**config.mk**
```make
export PLATFORM = sky130hd
export DESIGN_NAME = imem_fetch_ctrl
export DESIGN_NICKNAME = d
export VERILOG_FILES = /design/src/rtl/imem_fetch_pkg.sv /design/src/rtl/fetch_fifo.sv /design/src/rtl/imem_fetch_ctrl.sv
export SDC_FILE = /design/constraint.sdc
export NUM_CORES = 1
export LEC_CHECK = 0
export ABC_CLOCK_PERIOD_IN_PS = 3700
export BUFFER_PORTS_ARGS = -buffer_cell sky130_fd_sc_hd__buf_2
export CORE_UTILIZATION = 37
export DETAILED_ROUTE_END_ITERATION = 7
export HOLD_SLACK_MARGIN = 0.1
export SYNTH_ARGS = -nofsm -noshare
export SYNTH_HDL_FRONTEND = slang
export SYNTH_SLANG_ARGS = --single-unit
```
**constraint.sdc**
```tcl
create_clock -name clk -period 3.7 [get_ports clk]
set_input_delay 0.74 -clock clk [delete_from_list [all_inputs] [get_ports clk]]
set_output_delay 0.74 -clock clk [all_outputs]
set_load 0.05 [all_outputs]
```
**src/rtl/imem_fetch_pkg.sv**
```systemverilog
// Shared definitions for the instruction-fetch sequencer.
//   XLEN          : address / instruction width
//   INSTR_NOP     : word presented on if_instr while nothing is buffered
//   PC_STEP       : byte increment between sequential fetches
//   fetch_state_t : RUN issues from fetch_pc; HOLD keeps a stalled request alive
package imem_fetch_pkg;

    localparam int              XLEN      = 32;
    localparam logic [XLEN-1:0] INSTR_NOP = 32'h0000_0013;
    localparam logic [XLEN-1:0] PC_STEP   = 32'd4;

    typedef enum logic {
        RUN  = 1'b0,
        HOLD = 1'b1
    } fetch_state_t;

endpackage

```
**src/rtl/fetch_fifo.sv**
```systemverilog
// Prefetch FIFO holding returned instruction words (PCs are tracked outside).
// Ports:
//   clk, rst        : clock, asynchronous active-low reset (pointers/count only)
//   flush           : drop every entry; wins over push and pop
//   push, wdata     : write one word
//   pop             : remove the head word (ignored when empty)
//   rdata           : head word (meaningful only when !empty)
//   empty, full     : occupancy flags
//   count           : number of valid entries, 0..DEPTH
module fetch_fifo #(
    parameter int DEPTH = 4,
    parameter int WIDTH = 32
) (
    input  logic                       clk,
    input  logic                       rst,
    input  logic                       flush,
    input  logic                       push,
    input  logic [WIDTH-1:0]           wdata,
    input  logic                       pop,
    output logic [WIDTH-1:0]           rdata,
    output logic                       empty,
    output logic                       full,
    output logic [$clog2(DEPTH):0]     count
);

    localparam int AW = $clog2(DEPTH);
    localparam int CW = AW + 1;

    logic [WIDTH-1:0] mem [DEPTH];
    logic [AW-1:0]    wr_ptr;
    logic [AW-1:0]    rd_ptr;
    logic [CW-1:0]    count_q;
    logic             do_push;
    logic             do_pop;

    assign empty   = (count_q == '0);
    assign full    = (count_q == CW'(DEPTH));
    assign count   = count_q;
    assign rdata   = mem[rd_ptr];

    // A pop frees the slot a same-cycle push needs, so push on full is fine then.
    assign do_pop  = pop & ~empty;
    assign do_push = push & (~full | do_pop);

    always_ff @(posedge clk or negedge rst) begin
        if (!rst) begin
            wr_ptr  <= '0;
            rd_ptr  <= '0;
            count_q <= '0;
        end else if (flush) begin
            wr_ptr  <= '0;
            rd_ptr  <= '0;
            count_q <= '0;
        end else begin
            if (do_push) wr_ptr <= wr_ptr + AW'(1);
            if (do_pop)  rd_ptr <= rd_ptr + AW'(1);
            case ({do_push, do_pop})
                2'b10:   count_q <= count_q + CW'(1);
                2'b01:   count_q <= count_q - CW'(1);
                default: count_q <= count_q;
            endcase
        end
    end

    // Storage carries no reset; only the pointers define validity.
    always_ff @(posedge clk) begin
        if (do_push && !flush) mem[wr_ptr] <= wdata;
    end

endmodule

```
**src/rtl/imem_fetch_ctrl.sv**
```systemverilog
// Instruction-fetch sequencer between IF and an Avalon-style instruction bus.
// Keeps up to FIFO_DEPTH reads in flight, buffers returned words, hands decode
// one {pc, instr} per handshake and discards stale responses after a redirect.
// Optional build macro: IMEM_FETCH_PERF_EN adds saturating perf counters.
// Ports:
//   clk, rst                 : clock, asynchronous active-low reset
//   redirect_valid/_pc       : restart fetch at redirect_pc (low bits forced 0)
//   if_valid/if_instr/if_pc  : head of prefetch buffer towards decode
//   if_ready                 : decode accepts the head this cycle
//   imem_addr/imem_read      : read request (held while imem_waitrequest)
//   imem_waitrequest         : memory stall
//   imem_rdata/_valid        : in-order read responses
//   perf_*_cnt               : (IMEM_FETCH_PERF_EN only) wait/flush/drop counters
module imem_fetch_ctrl
    import imem_fetch_pkg::*;
#(
    parameter logic [31:0] RESET_PC   = 32'h0000_0000,
    parameter int          FIFO_DEPTH = 4
) (
    input  logic        clk,
    input  logic        rst,
    input  logic        redirect_valid,
    input  logic [31:0] redirect_pc,
    output logic        if_valid,
    output logic [31:0] if_instr,
    output logic [31:0] if_pc,
    input  logic        if_ready,
    output logic [31:0] imem_addr,
    output logic        imem_read,
    input  logic        imem_waitrequest,
    input  logic [31:0] imem_rdata,
    input  logic        imem_rdata_valid
`ifdef IMEM_FETCH_PERF_EN
    ,
    output logic [31:0] perf_wait_cnt,
    output logic [31:0] perf_flush_cnt,
    output logic [31:0] perf_drop_cnt
`endif
);

    localparam int         CW      = $clog2(FIFO_DEPTH) + 1;
    localparam logic [CW:0] DEPTH_W = (CW+1)'(FIFO_DEPTH);

    fetch_state_t    state, state_nx;
    logic [XLEN-1:0] fetch_pc, fetch_pc_nx;
    logic [XLEN-1:0] head_pc, head_pc_nx;
    logic [XLEN-1:0] hold_addr, hold_addr_nx;
    logic [CW-1:0]   outstanding, outstanding_nx;
    logic [CW-1:0]   discard, discard_nx;

    logic [CW-1:0]   fifo_count;
    logic            fifo_empty;
    logic            fifo_full;
    logic [XLEN-1:0] fifo_rdata;

    logic [XLEN-1:0] redir_pc;
    logic            issue_ok;
    logic            accept;
    logic            resp;
    logic            drop;
    logic            push;
    logic            pop;
    logic            unused_redir_lsb;

    assign redir_pc         = {redirect_pc[31:2], 2'b00};
    assign unused_redir_lsb = ^redirect_pc[1:0];

    // Every slot is reserved at issue time, so a response always finds room.
    assign issue_ok  = ({1'b0, fifo_count} + {1'b0, outstanding}) < DEPTH_W;
    assign imem_read = rst & ((state == HOLD) | issue_ok);
    assign imem_addr = (state == HOLD) ? hold_addr : fetch_pc;
    assign accept    = imem_read & ~imem_waitrequest;

    // A response with nothing outstanding is a protocol error and is ignored.
    assign resp = imem_rdata_valid & (outstanding != '0);
    assign drop = resp & ((discard != '0) | redirect_valid);
    assign push = resp & (discard == '0) & ~redirect_valid;
    assign pop  = if_valid & if_ready & ~redirect_valid;

    assign if_valid = ~fifo_empty;
    assign if_pc    = head_pc;
    assign if_instr = fifo_empty ? INSTR_NOP : fifo_rdata;

    fetch_fifo #(
        .DEPTH (FIFO_DEPTH),
        .WIDTH (XLEN)
    ) u_fifo (
        .clk   (clk),
        .rst   (rst),
        .flush (redirect_valid),
        .push  (push),
        .wdata (imem_rdata),
        .pop   (pop),
        .rdata (fifo_rdata),
        .empty (fifo_empty),
        .full  (fifo_full),
        .count (fifo_count)
    );

    always_comb begin
        state_nx       = state;
        fetch_pc_nx    = fetch_pc;
        head_pc_nx     = head_pc;
        hold_addr_nx   = hold_addr;
        outstanding_nx = outstanding + CW'(accept) - CW'(resp);
        // In HOLD the accepted request belongs to the old stream, so it is
        // born stale.
        discard_nx     = discard - CW'(resp && (discard != '0))
                                 + CW'((state == HOLD) && accept);

        if (pop) head_pc_nx = head_pc + PC_STEP;

        case (state)
            RUN: begin
                hold_addr_nx = fetch_pc;
                if (accept) fetch_pc_nx = fetch_pc + PC_STEP;
                if (redirect_valid) begin
                    fetch_pc_nx = redir_pc;
                    head_pc_nx  = redir_pc;
                    // Everything still in flight after this edge is stale.
                    discard_nx  = outstanding_nx;
                    if (imem_read && imem_waitrequest) state_nx = HOLD;
                end
            end
            HOLD: begin
                if (accept) state_nx = RUN;
                if (redirect_valid) begin
                    fetch_pc_nx = redir_pc;
                    head_pc_nx  = redir_pc;
                end
            end
            default: state_nx = RUN;
        endcase
    end

    always_ff @(posedge clk or negedge rst) begin
        if (!rst) begin
            state       <= RUN;
            fetch_pc    <= RESET_PC;
            head_pc     <= RESET_PC;
            hold_addr   <= RESET_PC;
            outstanding <= '0;
            discard     <= '0;
        end else begin
            state       <= state_nx;
            fetch_pc    <= fetch_pc_nx;
            head_pc     <= head_pc_nx;
            hold_addr   <= hold_addr_nx;
            outstanding <= outstanding_nx;
            discard     <= discard_nx;
        end
    end

`ifdef IMEM_FETCH_PERF_EN
    function automatic logic [31:0] sat_inc(input logic [31:0] v, input logic en);
        return (en && (v != 32'hFFFF_FFFF)) ? v + 32'd1 : v;
    endfunction

    always_ff @(posedge clk or negedge rst) begin
        if (!rst) begin
            perf_wait_cnt  <= '0;
            perf_flush_cnt <= '0;
            perf_drop_cnt  <= '0;
        end else begin
            perf_wait_cnt  <= sat_inc(perf_wait_cnt, imem_read & imem_waitrequest);
            perf_flush_cnt <= sat_inc(perf_flush_cnt, redirect_valid);
            perf_drop_cnt  <= sat_inc(perf_drop_cnt, drop);
        end
    end
`endif

    a_rsp_without_req: assert property (@(posedge clk) disable iff (!rst)
        !(imem_rdata_valid && (outstanding == '0)));

    a_push_into_full: assert property (@(posedge clk) disable iff (!rst)
        !(push && fifo_full && !pop));

endmodule

```
==> metrics.md <==
| Metric | Value |
|---|---|
| Worst path depth | 5 |
| Clock latency on the worst-skew pair | 0.54 ns |
| Gr ovfl total | 0 |
| Core area | 28900 sq um |
| Yosys reg bits | 234 |
| Overall power | about 7700 uW |
| Setup TNS | 0 ns |
| WL per Instance | 19.4 um |
| Final period util | around nine tenths |
| CP top delay family | simple AND/OR/NAND/NOR gates |
| Final hold vios | 0 |
| Synth cell count leaders | 128 x edfxtp_1, 106 x dfrtp_1, 45 x nand2_1 |
| Worst slew pin tran | about 0.93 ns |
| First-pass GRT wire length | around 43 mm |
| Htree depth | 1 |
| Clock Pin Slew Worst Setup and Hold Paths | 0.06 ns |
| Final setup viols | 0 |
| Total track usage | between 15 and 20% |
| CP Max Fanout | 11 |
| DRC Markers | 0 |
| Vias per cell | 5.53 |
| Slew HR | 37.6% |
| Initial Util | between 30% and 40% |
| Clk pwr share | between 30% and 40% |
| Sequential share of power | 42.0% |
| Total wire length | 27.4 mm |
| Nets | roughly 1100 |
| Share of layout cells above drive strength 1 | 29.8% |
| Sequential cell area fraction in the yosys report | 59.4% |
| RSZ-0062 raised after global routing | false |
| CP cell instances | ha_1, or3_1, nor2_1, o21a_1, buf_2 |
| Number of buffers created by CTS | 27 |
| Sw power | roughly 2500 uW |
| Vias in the first global route | roughly 7500 |
| Post-cts repair resize count | 0 |
| Die Y | ~170 um |
| CTS tree | built |
| Area contributors post-synth | edfxtp_1 35%, dfrtp_1 24%, mux4_2 6.6%, mux2_2 2.9%, nor2b_1 2.1% |
| Slew Limit Fails | 0 |
| Largest net degree at the start of global routing | 59 |
| Hold Crit Class | in2reg |
| Worst reg-to-reg path cell count | 13 |
| Gate power share | ~22% |
| Post-synth EDFFs | around 130 |
| Post-layout min period | 3.32 ns |
| Yosys top cell area share | between 30% and 40% |
| Post-DP HPWL | 18.7 mm |
| CTS Buffer Depth | 3 |
| Io pins | 168 |
| Crit path required time | 2.96 ns |
| Count leader, synth | edfxtp_1 |
| Max incr delay on CP | 0.54 ns |
| Pwr dens | 584 nW/um^2 |
| Die area | 30200 sq um |
| Setup Skew | about 0.013 ns |
| Max Cap Violations | 0 |
| Mapped Cells | 844 |
| Slowest CP cell | dfrtp_1 |
| Status | complete, no violations |
| Count of cell types in the netlist | 69 |
| Post-synthesis async set-or-reset flop share | 45.3% |
| Ys flop type | edfxtp_1 |
| Max VDD drop | ~380 uV |
| Synthesized area per cell | 12.9 sq um |
| CP bufs+invs | 1 |
| Pleak | 0.00498 uW |
| Int Power | roughly 5200 uW |
| Crit Path Category | reg2out |
| DRT iter0 DRCs | 540 |
| Synthesis Warnings | 0 |
| Die W | around 170 um |
| Peak Freq | around 300 MHz |
| Sink Count | 234 |
| Cell taking the most area after synthesis | edfxtp_1 |
| Hold path depth | 1 |
| Initial antenna violation count | 4 |
| Worst setup EP type | output pin |
| Root buf cell | clkbuf_16 |
| ANT nets after route | 0 |
| TritonRoute pass-1 iters | 5 |
| Routed vias | slightly below 8000 |
| Worst EP arrival | between 2 and 3 ns |
| Global placement routability congestion | 0.881 |
| Input/output buffers | 163 |
| P&R area growth vs syn | 20.6% |
| Row count | 62 |
| Synthesized area | 10900 sq um |
| Switching share of total power | 32.0% |
| Startpoint class of the critical path | flop |
==> metal layers <==
metal,share of wire (%),routed length (um),up-vias,GRT usage (%)
li1,-,-,3624,-
met1,44,12000,3888,25.1
met2,47,12900,255,28.8
met3,6.1,1670,54,3.40
met4,3.2,876,4,6.07
met5,0.066,18,-,0
==> registers in the layout, indices dropped and copies added, names as in the netlist <==
name	count
outstanding	3
u_fifo.wr_ptr	2
hold_addr	32
if_pc	30
fetch_pc	30
state	1
u_fifo.count	3
discard	3
u_fifo.mem	128
u_fifo.rd_ptr	2
==> area by class of cell <==
type                    instances  area [sq um]
fillers                      2678         15700
multi-input cells             534          4130
flip-flops and latches        234          6500
clock inverters                16           200
repair buffers                192          1050
well taps                     384           480
inverters                      22          82.6
diodes                          1          2.50
clock buffers                  31           732
==> worst reg2reg max path, stage by stage, from the launching register on <==
cell	delay, ns
dfrtp_1	0.54
ha_1	0.31
or3_1	0.53
nor2_1	0.20
o21a_1	0.15
nand2b_1	0.06
ha_1	0.26
inv_1	0.06
ha_1	0.12
inv_1	0.04
fa_1	0.37
xnor2_1	0.21
nor2_1	0.07
a21oi_1	0.12
==> through the flow <==
stage	instance area [sq um]	cells	worst slack (ns)	hold WS [ns]	utilization, %
global route	13200	1413	0.234	0.390	45.7
global placement	12200	1365	0.599	0.465	42.4
floorplan	10900	845	0.515	0.444	-
finish	13200	1414	0.380	0.406	45.7
CTS	13200	1413	0.379	0.388	45.7
detailed placement	12200	1365	0.609	0.470	42.4
==> what timing repair did <==
item,in CTS,in global routing
hold endpoints to repair,17,0
endpoints found under the setup margin,0,0
buffers inserted,0,0
hold buffers,1,0
==> cell families (layout without fill, tap and decap cells) <==
group | count (synthesis) | in the layout | share of synthesized area [%]
AOI/OAI and AO/OA | 134 | 134 | 8.63
xor gates and xnor gates | 19 | 19 | 1.52
adders and majority gates | 15 | 15 | 1.92
buffers and inverters | 77 | 261 | 2.89
DFF | 234 | 234 | 59.4
muxes | 65 | 65 | 9.94
other | 1 | 3 | 0.0343
and+or+nand+nor | 299 | 299 | 15.6
==> final timing paths <==
path,start,end,slack (ns)
max,u_fifo.count[2],imem_read,0.38
min,imem_rdata[1],u_fifo.mem[0][1],0.41
max reg2reg,u_fifo.count[2],discard[2],0.56
min reg2reg,hold_addr[0],hold_addr[0],0.48
max in group asynchronous,rst,if_pc[18],1.64
min in group asynchronous,rst,if_pc[8],0.69
==> power groups by stage <==
stage          clock, uW  sequential (uW)  combinational, uW
2_1_floorplan          0             3320               1180
6_report            2780             3230               1690
3_5_place_dp           0             3280               1690
3_3_place_gp           0             3270               1680
4_1_cts             2840             3230               1700
5_1_grt             2930             3270               1830
==> cell usage in the layout (no fill, tap or decap), types with 3 or more instances in the layout <==
| master | instances |
|---|---|
| mux2i_1 | 5 |
| ha_1 | 12 |
| dfrtp_1 | 105 |
| nand4_1 | 28 |
| nand2b_1 | 6 |
| buf_2 | 162 |
| nand3_1 | 29 |
| clkinv_1 | 5 |
| xnor2_1 | 13 |
| nand2_1 | 45 |
| nor4_1 | 20 |
| a211oi_1 | 9 |
| fa_1 | 3 |
| a31oi_1 | 20 |
| or2_2 | 4 |
| o311a_1 | 4 |
| and4_1 | 12 |
| and2_1 | 10 |
| o22a_1 | 3 |
| or3_1 | 6 |
| clkbuf_16 | 28 |
| nor3_1 | 16 |
| o211ai_1 | 6 |
| edfxtp_1 | 128 |
| or4_1 | 21 |
| xor2_1 | 6 |
| o31ai_1 | 21 |
| nor2_1 | 36 |
| mux2_2 | 28 |
| o311ai_0 | 5 |
| buf_4 | 28 |
| clkinv_2 | 5 |
| and3_1 | 15 |
| a21oi_1 | 18 |
| bufinv_16 | 4 |
| nor2b_1 | 36 |
| a311oi_1 | 6 |
| o21ai_0 | 20 |
| mux4_2 | 32 |
| inv_1 | 21 |
Power figures use the tool's default switching activity.
